`src/rtl/timer_irq.sv`:
```
// Memory-mapped programmable down-counter that raises the interrupt request for one HWInt bit.
// Expiry holds irq in one-shot mode, or gives one-cycle repeating pulses in auto-reload mode.
module timer_irq #(
  parameter logic [31:0] BASE_ADDR = 32'h0000_7F00
) (
  input  logic        clk,
  input  logic        reset,
  input  logic [31:0] addr,
  input  logic        we,
  input  logic [31:0] din,
  output logic [31:0] dout,
  output logic        irq
);

  typedef enum logic [1:0] {
    IDLE = 2'd0,
    LOAD = 2'd1,
    CNT  = 2'd2,
    INT  = 2'd3
  } state_e;

  state_e      state_q;
  logic [3:0]  ctrl_q;
  logic [31:0] preset_q;
  logic [31:0] count_q;
  logic        irq_flag_q;

  logic        hit_s;
  logic        wr_ctrl_s;
  logic        wr_preset_s;
  logic        auto_reload_s;
  logic        unused_s;

  assign hit_s         = (addr[31:4] == BASE_ADDR[31:4]);
  assign wr_ctrl_s     = we & hit_s & (addr[3:2] == 2'd0);
  assign wr_preset_s   = we & hit_s & (addr[3:2] == 2'd1);
  assign auto_reload_s = (ctrl_q[2:1] == 2'b01);
  assign unused_s      = ^addr[1:0];

  // Counter FSM and register file; bus writes are applied last so they override FSM updates.
  always_ff @(posedge clk or negedge reset) begin
    if (!reset) begin
      state_q    <= IDLE;
      ctrl_q     <= 4'd0;
      preset_q   <= 32'd0;
      count_q    <= 32'd0;
      irq_flag_q <= 1'b0;
    end else begin
      case (state_q)
        IDLE: begin
          if (ctrl_q[0]) begin
            state_q <= LOAD;
          end else begin
            state_q <= IDLE;
          end
        end
        LOAD: begin
          count_q <= preset_q;
          state_q <= CNT;
        end
        CNT: begin
          if (!ctrl_q[0]) begin
            state_q <= IDLE;
          end else if (count_q <= 32'd1) begin
            count_q    <= 32'd0;
            irq_flag_q <= 1'b1;
            state_q    <= INT;
          end else begin
            count_q <= count_q - 32'd1;
          end
        end
        INT: begin
          // Auto-reload keeps EN so the IDLE->LOAD path restarts the count.
          if (auto_reload_s) begin
            irq_flag_q <= 1'b0;
          end else begin
            ctrl_q[0] <= 1'b0;
          end
          state_q <= IDLE;
        end
        default: begin
          state_q <= IDLE;
        end
      endcase

      if (wr_preset_s) begin
        preset_q <= din;
      end
      if (wr_ctrl_s) begin
        ctrl_q     <= din[3:0];
        irq_flag_q <= 1'b0;
      end
    end
  end

  // Read mux, decoded from addr[3:2] regardless of window hit.
  always_comb begin
    dout = 32'd0;
    case (addr[3:2])
      2'd0:    dout = {28'd0, ctrl_q};
      2'd1:    dout = preset_q;
      2'd2:    dout = count_q;
      default: dout = 32'd0;
    endcase
  end

  assign irq = irq_flag_q & ctrl_q[3];

endmodule

```
`config.mk`:
```
export PLATFORM = sky130hd
export DESIGN_NAME = timer_irq
export DESIGN_NICKNAME = d
export VERILOG_FILES = /design/src/rtl/timer_irq.sv
export SDC_FILE = /design/constraint.sdc
export NUM_CORES = 1
export LEC_CHECK = 0
export BUFFER_PORTS_ARGS = -buffer_cell sky130_fd_sc_hd__clkbuf_2
export CELL_PAD_IN_SITES_DETAIL_PLACEMENT = 1
export CELL_PAD_IN_SITES_GLOBAL_PLACEMENT = 1
export CORE_ASPECT_RATIO = 1.75
export CORE_MARGIN = 1.5
export CORE_UTILIZATION = 35
export CTS_CLUSTER_DIAMETER = 100
export DETAILED_ROUTE_END_ITERATION = 10
export PLACE_DENSITY = 0.73
export SYNTH_ARGS = -nofsm -noshare
export SYNTH_HDL_FRONTEND = slang
export SYNTH_SLANG_ARGS = --single-unit
```
`constraint.sdc`:
```
create_clock -name clk -period 3.4 [get_ports clk]
set_input_delay 0 -clock clk [delete_from_list [all_inputs] [get_ports clk]]
set_output_delay 0 -clock clk [all_outputs]
set_load 0.01 [all_outputs]
```
==> impl_metrics.toml <==
[route]
wl_per_cell_um = 19.2
ant_nets = 0
drc = 0
vias = 3873
drt-pass1-iter-count = 4
drt-initial-drc-count = 231
routed_via_density = 5.84
wl_mm = 12.7

[floorplan]
boundaryPins = 100
fp.coreArea_um2 = 11500
start_util = 0.357
dieArea_um2 = 12400
die_width_um = 84.7
rows = 52
dieHeight_um = 146

[timing]
tightestPinTransition_ns = 0.913
finClkSkew_ns = 0.00606
fin_tns_setup_ns = 0
fin_hold_ws_ns = 0.258
fmax_mhz = 380
finalHoldViolCount = 0
setup_viol = 0
fin_crit_ns = 2.63
worst_slack_ns = 0.769
relSlewSlack = 0.392
grt_setup_unrepaired = "no"
maxSlewViolCount = 0
timing.final.crit_share = 0.774

[critical_path]
crit_type = "reg2reg"
r2r_start = "count_q[12]"
end_kind = "register"
path_max_fanout = 31
r2r_cells = 5
cp-startpoint = "count_q[12]"
cp-start-kind = "register"
reg2reg_slack_ns = 0.77
critPathArrivalTime_ns = 2.85
cp-endpoint = "count_q[19]"
timing.rr.end = "count_q[19]"
critical_path_required_ns = 3.61

[placement]
dpl.hpwl_mm = 8.70
gp_congestion = 0.815
dpl_worst_slack_ns = 0.783
io_buffers = 97

[worst_hold_path]
worstHoldPathType = "in2reg"

[status]
outcome = "complete, no violations"

[job]
maxCapViolCount = 0

[final_layout]
nNetsFinal = 594
area_delta_synth_final_pct = 28.6
diodes = 0
drive_gt1_frac = 0.314

[clock_network]
htree_levels = 3
clockBufferDepth = 2
clock-sinks = 71
cts_root_buffer = "clkbuf_16"
cts_tree = "done"
cts_setup_buffers = 0
clk_latency_ns = 0.33
path_clk_slew_ns = 0.05
numCtsBuffers = 9
cts_resized = 0

[synth]
netlist_area_um2 = 4090
yosysMostFrequentCell = "dfrtp_1"
netlist_top_cells_area = "dfrtp_1 43%, mux2_2 9.9%, a22o_1 7.3%"
yosys_register_bits = 71
synth-async-reset-ratio = 1.00
synth.avg_cell_area_um2 = 10.1
yosysUniqueCellTypes = 56
synth_edf_count = 0
synth_cells = 406
yosysTopAreaCellShare = 0.434
synth_common_cells = "71 x dfrtp_1, 36 x mux2_2, 34 x a22o_1"
synth_flop_cell = "dfrtp_1"
synth-seq-area-share = 0.434
synth_nets = 475
ys_warn_count = 0
synth_top_area_cell = "dfrtp_1"

[power_and_ir_drop]
powerDensity_nw_per_um2 = 337
p_leak_nw = 2.55
vdd_drop_max_v = 0.000236

[global_route]
antenna_found_initial = 0
grt_use_total = 0.214
grt_pass1_wl_mm = 21.3
grt_max_degree = 39
overflow = 0
first_global_vias = 4311
## power by group
part / switching, mW / total (mW) / internal, mW
combinational: 0.0496 / 0.107 / 0.0569
sequential: 0.0000000328 / 0.846 / 0.846
clock: 0.336 / 0.820 / 0.483
total: 0.386 / 1.77 / 1.39
## final cells by class
type	count	area [um2]
repair buffers	140	891
flip-flops and latches	71	1780
inverters	6	22.5
clock inverters	2	10.0
fillers	1326	6190
clock buffers	12	236
well taps	135	169
multi-input cells	297	2150
## worst max-delay path, stage by stage (launching register included)
cell and delay, ns:
dfrtp_1 0.45, or4_1 0.62, nor3_2 0.33, a41o_2 0.65, o21ai_1 0.15, a221o_1 0.31
## repair_timing
| action | in CTS | in global routing |
|---|---|---|
| endpoints found under the hold margin | 69 | 0 |
| hold buffers | 33 | 0 |
| endpoints found under the setup margin | 0 | 0 |
## cells by family (layout without fill, tap and decap cells)
group / count (synthesis) / after routing / share of synthesized area
mux: 40 / 40 / 0.109
xor+xnor: 1 / 1 / 0.00214
fa+ha+maj: 2 / 2 / 0.00612
flops: 71 / 71 / 0.434
simple gates: 144 / 144 / 0.205
buf+inv: 38 / 160 / 0.0416
compound gates: 110 / 110 / 0.202
## worst min path at each step
stage | startpoint | to | slack (ns) | cells after the start
CTS | addr[3] | irq_flag_q | 0.26 | 3
global placement | reset | preset_q[23] | 0.12 | 1
global route | addr[3] | irq_flag_q | 0.29 | 3
detailed placement | reset | preset_q[26] | 0.13 | 1
floorplan | reset | count_q[0] | -0.30 | 0
finish | addr[3] | irq_flag_q | 0.26 | 3
## registers in the layout, summed over array words and instances (netlist names)
| register | flops |
|---|---|
| ctrl_q | 4 |
| count_q | 32 |
| irq_flag_q | 1 |
| preset_q | 32 |
| state_q | 2 |
## routing by layer
metal	part of all wire	up-vias	GRT usage
met5	0	-	0
met4	0.020	0	0.0758
met2	0.55	103	0.404
met3	0.032	22	0.0284
li1	-	1818	-
met1	0.40	1930	0.240
## stage by stage
stage	util	cells	area, um2	total power [mW]
after floorplan	-	406	4090	0.876
after global placement	0.409	616	4680	0.937
after detailed placement	0.409	616	4680	0.939
after CTS	0.459	663	5260	1.79
after global routing	0.459	663	5260	1.83
final	0.459	663	5260	1.77
## cells in the final DEF (no fill, tap or decap), drive strengths merged, types with 3 or more instances in the layout
cell type	Yosys	routed
inv	6	6
mux2i	4	4
nor3	16	16
nand3	16	16
nor4	20	20
o41ai	6	6
clkbuf	24	108
and3	4	4
nor2	13	13
a21oi	10	10
a22o	34	34
or3	10	10
a221o	8	8
or2	3	3
or4	9	9
a22oi	6	6
nand2b	5	5
buf	8	11
mux2	36	36
dlygate4sd3	0	33
nand4	7	7
nor2b	5	5
o21ai	23	23
nand2	25	25
o211ai	7	7
dfrtp	71	71
No activity file was read; power rests on OpenSTA's default activity.
